**src/rtl/ahb_to_axi4lite_bridge.sv**
```systemverilog
// ---------------------------------------------------------------------------
// ahb_to_axi4lite_bridge
//
// AHB-Lite slave to AXI4-Lite master bridge. Each accepted AHB transfer is
// issued as one AXI4-Lite read or write. Only one transfer is in flight at a
// time. AHB wait states are inserted until the AXI response returns. A
// non-zero BRESP/RRESP becomes the two-cycle AHB ERROR response.
//
// Ports
//   clk, rst        : single clock, synchronous active-high reset
//   s_h*            : AHB-Lite slave port (s_hrdata/s_hresp/s_hreadyout out)
//   m_aw*, m_w*     : AXI4-Lite write address / write data channels
//   m_b*            : AXI4-Lite write response channel
//   m_ar*, m_r*     : AXI4-Lite read address / read data channels
//
// Configuration
//   AHB2AXIL_ALIGN_CHECK_EN : when defined, accesses with hsize==3, odd
//   halfword addresses or non-word-aligned word addresses are answered with
//   an AHB ERROR and generate no AXI traffic. When undefined, hsize==3 is
//   issued as a word and misaligned accesses use the normal strobe rule.
// ---------------------------------------------------------------------------
module ahb_to_axi4lite_bridge (
    input  logic        clk,
    input  logic        rst,
    // AHB-Lite slave
    input  logic [31:0] s_haddr,
    input  logic [1:0]  s_hsize,
    input  logic [1:0]  s_htrans,
    input  logic        s_hwrite,
    input  logic        s_hsel,
    input  logic        s_hready,
    input  logic [3:0]  s_hprot,
    input  logic [31:0] s_hwdata,
    output logic [31:0] s_hrdata,
    output logic        s_hresp,
    output logic        s_hreadyout,
    // AXI4-Lite master: write
    output logic [31:0] m_awaddr,
    output logic [2:0]  m_awprot,
    output logic        m_awvalid,
    input  logic        m_awready,
    output logic [31:0] m_wdata,
    output logic [3:0]  m_wstrb,
    output logic        m_wvalid,
    input  logic        m_wready,
    input  logic [1:0]  m_bresp,
    input  logic        m_bvalid,
    output logic        m_bready,
    // AXI4-Lite master: read
    output logic [31:0] m_araddr,
    output logic [2:0]  m_arprot,
    output logic        m_arvalid,
    input  logic        m_arready,
    input  logic [31:0] m_rdata,
    input  logic [1:0]  m_rresp,
    input  logic        m_rvalid,
    output logic        m_rready
);

    typedef enum logic [3:0] {
        ST_IDLE  = 4'd0,
        ST_WDATA = 4'd1,
        ST_WADDR = 4'd2,
        ST_WRESP = 4'd3,
        ST_RADDR = 4'd4,
        ST_RRESP = 4'd5,
        ST_DONE  = 4'd6,
        ST_ERR1  = 4'd7,
        ST_ERR2  = 4'd8
    } state_t;

    state_t      state_r;
    logic [31:0] addr_r;
    logic [1:0]  size_r;
    logic [2:0]  prot_r;

    logic        accept_s;
    logic [2:0]  prot_map_s;
    logic        bad_access_s;
    logic        unused_s;

    // Byte lanes touched by an access; size 3 falls back to a full word.
    function automatic logic [3:0] calc_wstrb(input logic [1:0] size, input logic [1:0] lsb);
        logic [3:0] strb;
        case (size)
            2'd0:    strb = 4'b0001 << lsb;
            2'd1:    strb = 4'b0011 << {lsb[1], 1'b0};
            default: strb = 4'b1111;
        endcase
        return strb;
    endfunction

`ifdef AHB2AXIL_ALIGN_CHECK_EN
    // True for hsize==3 or an address not aligned to the access size.
    function automatic logic is_misaligned(input logic [1:0] size, input logic [1:0] lsb);
        logic bad;
        case (size)
            2'd0:    bad = 1'b0;
            2'd1:    bad = lsb[0];
            2'd2:    bad = (lsb != 2'b00);
            default: bad = 1'b1;
        endcase
        return bad;
    endfunction

    assign bad_access_s = is_misaligned(s_hsize, s_haddr[1:0]);
`else
    assign bad_access_s = 1'b0;
`endif

    assign accept_s   = s_hsel & s_hready & s_htrans[1];
    // AXI prot: [0] privileged = hprot[1], [1] secure (0), [2] instruction = ~hprot[0]
    assign prot_map_s = {~s_hprot[0], 1'b0, s_hprot[1]};
    // hprot bufferable/cacheable bits have no AXI4-Lite counterpart.
    assign unused_s   = &{1'b0, s_hprot[3:2]};

    // Bridge FSM; every output is a register updated here.
    always_ff @(posedge clk) begin
        if (rst) begin
            state_r     <= ST_IDLE;
            addr_r      <= 32'h0000_0000;
            size_r      <= 2'b00;
            prot_r      <= 3'b000;
            s_hrdata    <= 32'h0000_0000;
            s_hresp     <= 1'b0;
            s_hreadyout <= 1'b1;
            m_awaddr    <= 32'h0000_0000;
            m_awprot    <= 3'b000;
            m_awvalid   <= 1'b0;
            m_wdata     <= 32'h0000_0000;
            m_wstrb     <= 4'b0000;
            m_wvalid    <= 1'b0;
            m_bready    <= 1'b0;
            m_araddr    <= 32'h0000_0000;
            m_arprot    <= 3'b000;
            m_arvalid   <= 1'b0;
            m_rready    <= 1'b0;
        end else begin
            case (state_r)
                // Ready states: a new address phase may be accepted here,
                // including the pipelined one in DONE/ERR2.
                ST_IDLE, ST_DONE, ST_ERR2: begin
                    s_hreadyout <= 1'b1;
                    s_hresp     <= 1'b0;
                    if (accept_s) begin
                        addr_r <= s_haddr;
                        size_r <= s_hsize;
                        prot_r <= prot_map_s;
                        if (bad_access_s) begin
                            state_r     <= ST_ERR1;
                            s_hreadyout <= 1'b0;
                            s_hresp     <= 1'b1;
                        end else if (s_hwrite) begin
                            state_r     <= ST_WDATA;
                            s_hreadyout <= 1'b0;
                        end else begin
                            state_r     <= ST_RADDR;
                            s_hreadyout <= 1'b0;
                            m_araddr    <= s_haddr;
                            m_arprot    <= prot_map_s;
                            m_arvalid   <= 1'b1;
                        end
                    end else begin
                        state_r <= ST_IDLE;
                    end
                end

                // AHB data phase: write data is only valid now.
                ST_WDATA: begin
                    m_wdata   <= s_hwdata;
                    m_wstrb   <= calc_wstrb(size_r, addr_r[1:0]);
                    m_awaddr  <= addr_r;
                    m_awprot  <= prot_r;
                    m_awvalid <= 1'b1;
                    m_wvalid  <= 1'b1;
                    state_r   <= ST_WADDR;
                end

                // AW and W complete independently; a low valid means done.
                ST_WADDR: begin
                    if (m_awvalid && m_awready) begin
                        m_awvalid <= 1'b0;
                    end
                    if (m_wvalid && m_wready) begin
                        m_wvalid <= 1'b0;
                    end
                    if ((!m_awvalid || m_awready) && (!m_wvalid || m_wready)) begin
                        m_bready <= 1'b1;
                        state_r  <= ST_WRESP;
                    end
                end

                ST_WRESP: begin
                    if (m_bvalid) begin
                        m_bready <= 1'b0;
                        if (m_bresp == 2'b00) begin
                            state_r     <= ST_DONE;
                            s_hreadyout <= 1'b1;
                        end else begin
                            state_r <= ST_ERR1;
                            s_hresp <= 1'b1;
                        end
                    end
                end

                ST_RADDR: begin
                    if (m_arready) begin
                        m_arvalid <= 1'b0;
                        m_rready  <= 1'b1;
                        state_r   <= ST_RRESP;
                    end
                end

                // Read data is returned even when the response is an error.
                ST_RRESP: begin
                    if (m_rvalid) begin
                        m_rready <= 1'b0;
                        s_hrdata <= m_rdata;
                        if (m_rresp == 2'b00) begin
                            state_r     <= ST_DONE;
                            s_hreadyout <= 1'b1;
                        end else begin
                            state_r <= ST_ERR1;
                            s_hresp <= 1'b1;
                        end
                    end
                end

                // First ERROR cycle (hready low); second cycle raises hready.
                ST_ERR1: begin
                    s_hreadyout <= 1'b1;
                    s_hresp     <= 1'b1;
                    state_r     <= ST_ERR2;
                end

                default: begin
                    state_r     <= ST_IDLE;
                    s_hreadyout <= 1'b1;
                    s_hresp     <= 1'b0;
                    m_awvalid   <= 1'b0;
                    m_wvalid    <= 1'b0;
                    m_bready    <= 1'b0;
                    m_arvalid   <= 1'b0;
                    m_rready    <= 1'b0;
                end
            endcase
        end
    end

endmodule
```
**config.mk**
```make
export PLATFORM = sky130hd
export DESIGN_NAME = ahb_to_axi4lite_bridge
export DESIGN_NICKNAME = d
export VERILOG_FILES = /design/src/rtl/ahb_to_axi4lite_bridge.sv
export SDC_FILE = /design/constraint.sdc
export NUM_CORES = 1
export LEC_CHECK = 0
export CELL_PAD_IN_SITES_DETAIL_PLACEMENT = 0
export CELL_PAD_IN_SITES_GLOBAL_PLACEMENT = 2
export CORE_ASPECT_RATIO = 2
export CORE_MARGIN = 2
export CORE_UTILIZATION = 23
export CTS_CLUSTER_DIAMETER = 100
export DETAILED_ROUTE_END_ITERATION = 6
export HOLD_SLACK_MARGIN = 0.15
export PLACE_DENSITY = 0.79
export RECOVER_POWER = 50
export SLEW_MARGIN = 20
export SYNTH_ARGS = -nofsm -noshare
export SYNTH_HDL_FRONTEND = slang
export SYNTH_SLANG_ARGS = --single-unit
```
**constraint.sdc**
```tcl
create_clock -name clk -period 2.2 [get_ports clk]
set_clock_uncertainty 0.2 [all_clocks]
set_input_delay 0.44 -clock clk [delete_from_list [all_inputs] [get_ports clk]]
set_output_delay 0.44 -clock clk [all_outputs]
set_load 0.02 [all_outputs]
```
==> results of run 1 <==
## logic make-up (layout without fill, tap and decap cells)
group	count (synthesis)	count (layout)
buffers and inverters	71	326
AOI/OAI and AO/OA	220	220
DFF	183	183
and+or+nand+nor	388	388
other	1	2
## area by class of cell
| class | instances | area share, % |
|---|---|---|
| clock buffer | 21 | 4.34 |
| inverter | 7 | 0.253 |
| tap | 360 | 4.34 |
| multi-input combinational | 610 | 26.4 |
| clock inverter | 10 | 1.39 |
| sequential | 183 | 35.3 |
| timing repair buffer | 288 | 28.0 |
## worst max-delay path by stage
stage | startpoint | end | slack (ps) | depth (start not counted)
after global placement | s_htrans[1] | state_r[2] | -10 | 6
after CTS | m_awvalid | m_awvalid | 30 | 1
after global routing | state_r[0] | s_hrdata[17] | -0.02 | 6
after floorplan | state_r[1] | m_araddr[10] | 490 | 7
final | m_awvalid | m_awvalid | 90 | 1
after detailed placement | s_hsel | m_araddr[22] | -4 | 7
## registers in the layout, indices dropped and copies added, names as in the netlist, 4 cells and up
register  count
m_wdata      32
m_awaddr     32
s_hrdata     32
state_r       4
m_wstrb       4
addr_r       32
m_araddr     32
## layout by cell type, fill, tap and decap left out, types with 9 or more instances in the layout
master	instances
dfxtp_1	183
clkbuf_16	17
clkdlybuf4s50_1	246
nand2_1	341
nand2b_1	9
a21oi_1	182
nor2_1	16
dlygate4sd3_1	10
buf_4	16
o21ai_0	11
buf_12	9
## per-layer routing
metal / share of wire [%] / vias to the layer above / wire length, µm / GRT usage, %
met5: 0.043 / - / 10 / 0
met4: 2.4 / 2 / 569 / 6.48
li1: - / 3295 / - / -
met1: 38 / 2925 / 8830 / 15.7
met3: 4.6 / 27 / 1090 / 4.03
met2: 55 / 172 / 13000 / 29.5
## worst register-to-register path, cell delays in order (launching register included)
cell and delay, ps:
dfxtp_1 380, or2_0 290, clkbuf_1 220, nor2_4 290, buf_6 330, nand2_1 150
a21oi_1 120
## power breakdown
| part | leakage [nW] | internal [W] | switching, W |
|---|---|---|---|
| logic | 1.71 | 0.000695 | 0.000861 |
| registers | 1.48 | 0.00348 | 0.000105 |
| clock network | 0.292 | 0.00183 | 0.00136 |
## per-stage QoR
step	hold WS [ps]	setup slack, ps	cells
3_5_place_dp	242	-3.74	1448
3_3_place_gp	237	-10.3	1448
4_1_cts	190	32.6	1479
6_report	207	87.5	1479
5_1_grt	224	-0.0193	1479
2_1_floorplan	232	488	864
==> impl_metrics.tcl, run 1 <==
set metrics [dict create \
    hold_start "rst" \
    netlist_area_um2 6700 \
    viasPerCell 4.34 \
    synth_edf_count 0 \
    synth_flop_cell "dfxtp_1" \
    reg2reg_depth 6 \
    path_clk_slew_ps 70 \
    tns_ps 0 \
    clockRootBuffer "clkbuf_16" \
    setup_viol 0 \
    core_um2 28700 \
    clk_latency_ps 440 \
    peakVddDrop_v 0.000461 \
    drt_iter0_markers 293 \
    p_leak_nw 3.48 \
    synth-seq-cells 183 \
    synth_cell_types 37 \
    finalCritPeriodShare_pct 96.0 \
    endpoint_kind "output pin" \
    yosysMostFrequentCell "nand2_1" \
    synth_compound_area_share_pct 17.5 \
    fin_area_um2 10400 \
    power_density_nw_per_um2 803 \
    worst_ep_arrival_time_ps 1470 \
    hold_viol_final 0 \
    fmax_ghz 0.473 \
    synth_top_family_by_area "simple AND/OR/NAND/NOR gates" \
    status "finished clean" \
    critPathBufInv 1 \
    htreeDepth 4 \
    num_io_pins 263 \
    die_y_um 245 \
    critPathLaunchType "flop" \
    placed_cell_area_um2 9820 \
    crit_type "flop to output pin" \
    multi_input_area_um2 2730 \
    worstHoldEndpoint "m_wvalid" \
    dr.pass1.iters 4 \
    path_cells "clkdlybuf4s50_1" \
    rr_startpoint "state_r[2]" \
    drive_gt1_share_pct 5.54 \
    synthSimpleGateAreaFrac_pct 23.0 \
    synthXorXnorAreaFrac_pct 0 \
    final_nets 1225 \
    finalPower_w 0.00833 \
    synth_commonest_cells "nand2_1 (342), dfxtp_1 (183), a21oi_1 (182)" \
    seq_area_um2 3660 \
    cts.sinks 183 \
    yosys.area.top_type "dfxtp_1" \
    drc_errors 0 \
    yosysTopAreaCellShare_pct 54.7 \
    hold_class "input port to flop" \
    areaGrowthSynthToFinish_pct 54.8 \
    grt_pass1_vias 6356 \
    die_area_um2 30600 \
    critPathRequiredTime_ps 1560 \
    gp_congestion 0.771 \
    drv_slew 0 \
    synth_seq_area_share_pct 54.7 \
    holdPathStages 2 \
    ant_nets 0 \
    wl_um 23500 \
    gr-usage-all-layers_pct 15.5 \
    clockBufferDepth 2 \
    cts_inserted_buffers 17 \
    antenna_found_initial 1 \
    synthArstFlopShare_pct 0 \
    cap_viol_max_count 0 \
    initial_utilization_pct 23.3 \
    critPathSlowestCell "clkdlybuf4s50_1" \
    hpwl_um 16600 \
    synth_area_leaders "dfxtp_1 (55%), nand2_1 (19%), a21oi_1 (14%), clkbuf_1 (2.1%), nor2_1 (1.1%)" \
    syn_inst 863 \
    grt_max_degree 71 \
    fin_util_pct 36.1 \
    vias 6421 \
    slowest_delay_ps 630 \
    wl_per_cell_um 15.9 \
    postCtsHoldBufs 0 \
    grt_pass1_wl_um 36400 \
    rows 88 \
    synth_area_per_cell_um2 7.76 \
    cts_tree "done" \
    grt_overflow 0 \
    fp.dieW_um 125 \
    num-fill-cells 3046 \
    synth_warnings 0 \
    synth-adder-area-share_pct 0 \
    muxShareOfSynthArea_pct 0 \
    port_buffers 257 \
    cts_resized 0 \
    rrSetupSlack_ps 150 \
    regToRegEndpoint "m_awaddr[27]" \
    post_cts.repair.setup_buffers 0 \
    diodes 0 \
    min_period_ps 2110 \
    path_max_fanout 5 \
    path_delay_family "buffers and inverters" \
]
Power figures use the tool's default switching activity.
==> inputs of run 2 (changes only) <==
--- a/config.mk
+++ b/config.mk
@@ -7,7 +7,7 @@
 export LEC_CHECK = 0
 export CELL_PAD_IN_SITES_DETAIL_PLACEMENT = 0
 export CELL_PAD_IN_SITES_GLOBAL_PLACEMENT = 2
-export CORE_ASPECT_RATIO = 2
+export CORE_ASPECT_RATIO = 1.5
 export CORE_MARGIN = 2
 export CORE_UTILIZATION = 23
 export CTS_CLUSTER_DIAMETER = 100
==> run 2 against run 1 <==
Register-to-register slack about the same; utilization about the same; setup slack improved by 16 ps; hold slack improved by 41 ps; maximum frequency up 0.76%; critical path type unchanged.
==> impl_metrics.tcl, run 2 (synthesized netlist as in run 1, its figures left out) <==
set metrics [dict create \
    status "finished clean" \
    drv_slew 0 \
    worstHoldEndpoint "m_awaddr[11]" \
    tns_ps 0 \
    mostFrequentLayoutCell "nand2_1" \
    worst_ep_arrival_time_ps 1460 \
    reg2reg_depth 6 \
    layout_common_cells "nand2_1 (342), clkdlybuf4s50_1 (216), dfxtp_1 (183)" \
    cts_resized 0 \
    endpoint_kind "output pin" \
    grt_pass1_vias 6187 \
    die_area_um2 30500 \
    wl_per_cell_um 15.3 \
    clk_latency_ps 440 \
    critPathSlowestCell "dlygate4sd3_1" \
    drc_errors 0 \
    path_cells "dlygate4sd3_1" \
    fin_util_pct 36.1 \
    rsz0062_at_grt "false" \
    rrSetupSlack_ps 150 \
    hold_class "flop to flop" \
    port_buffers 257 \
    setup_ws_ps 103 \
    gr-usage-all-layers_pct 15.0 \
    setup_viol 0 \
    cts.sinks 183 \
    slowest_delay_ps 680 \
    postCtsHoldBufs 1 \
    finalCritPeriodShare_pct 95.3 \
    hold_start "addr_r[11]" \
    path_clk_slew_ps 70 \
    relSlewSlack_pct 62.0 \
    hpwl_um 15800 \
    cts_inserted_buffers 17 \
    critPathLaunchType "flop" \
    die_y_um 213 \
    final_nets 1225 \
    dr.pass1.iters 4 \
    initial_utilization_pct 23.3 \
    critPathBufInv 1 \
    gp_congestion 0.744 \
    preCtsSetupSlack_ps -1.00 \
    highest_layer "met5" \
    grt_overflow 0 \
    clockBufferDepth 2 \
    htreeDepth 4 \
    wl_um 23000 \
    drive_gt1_share_pct 5.54 \
    grt_pass1_wl_um 34700 \
    peakVddDrop_v 0.000535 \
    clockRootBuffer "clkbuf_16" \
    num-fill-cells 3104 \
    areaGrowthSynthToFinish_pct 54.7 \
    wl_met1_um 9340 \
    antenna_found_initial 1 \
    wl_met2_um 11700 \
    multi_input_area_um2 2730 \
    fp.dieW_um 143 \
    crit_type "flop to output pin" \
    fmax_ghz 0.477 \
    ant_nets 0 \
    min_period_ps 2100 \
    wl_met3_um 1290 \
    regToRegEndpoint "m_arprot[2]" \
    cap_viol_max_count 0 \
    rr_startpoint "state_r[2]" \
    power_density_nw_per_um2 796 \
    vias 6494 \
    diodes 0 \
    grt_max_degree 64 \
    hold_viol_final 0 \
    holdPathStages 2 \
    num_io_pins 263 \
    seq_area_um2 3660 \
    post_cts.repair.setup_buffers 0 \
    viasPerCell 4.30 \
    cts_tree "done" \
    rows 76 \
    p_leak_nw 3.56 \
    path_max_fanout 2 \
    tightest_slew_ps 570 \
    critPathRequiredTime_ps 1560 \
    drt_iter0_markers 251 \
    core_um2 28700 \
    path_delay_family "buffers and inverters" \
]
==> run 2: worst max-delay path by stage <==
stage | startpoint | depth (start not counted) | endpoint | slack (ps)
finish | s_hrdata[17] | 1 | s_hrdata[17] | 100
global route | state_r[0] | 6 | addr_r[4] | 20
CTS | m_araddr[28] | 1 | m_araddr[28] | 60
detailed placement | m_rvalid | 5 | s_hresp | -1
global placement | s_htrans[1] | 7 | m_arprot[2] | 20
floorplan | state_r[1] | 7 | m_araddr[10] | 490
==> run 2: layout make-up <==
type / instances / share of cell area (%)
Multi-Input combinational cell: 610 / 26.3
Sequential cell: 183 / 35.3
Clock buffer: 18 / 4.14
Clock inverter: 13 / 1.50
Timing Repair Buffer: 288 / 27.7
Inverter: 7 / 0.254
Tap cell: 390 / 4.71
==> run 2: report_power, final <==
part / internal, W / switching (W) / total, W
sequential: 0.00348 / 0.000102 / 0.00358
clock: 0.00178 / 0.00138 / 0.00316
combinational: 0.000657 / 0.000847 / 0.00150
total: 0.00591 / 0.00233 / 0.00825
==> run 2: per-layer routing <==
| layer | track usage [%] | vias to the layer above |
|---|---|---|
| met5 | 0 | - |
| met4 | 7.30 | 2 |
| met3 | 3.41 | 29 |
| met2 | 26.6 | 195 |
| met1 | 16.7 | 2965 |
| li1 | - | 3303 |
==> run 2: metrics by stage <==
stage	total power (W)	instance area, µm²	cells	hold WS (ps)
6_report	0.00825	10400	1509	248
5_1_grt	0.00868	10400	1509	267
4_1_cts	0.00846	10400	1509	250
3_5_place_dp	0.00523	9810	1477	244
3_3_place_gp	0.00522	9810	1477	237
2_1_floorplan	0.00444	6700	864	232
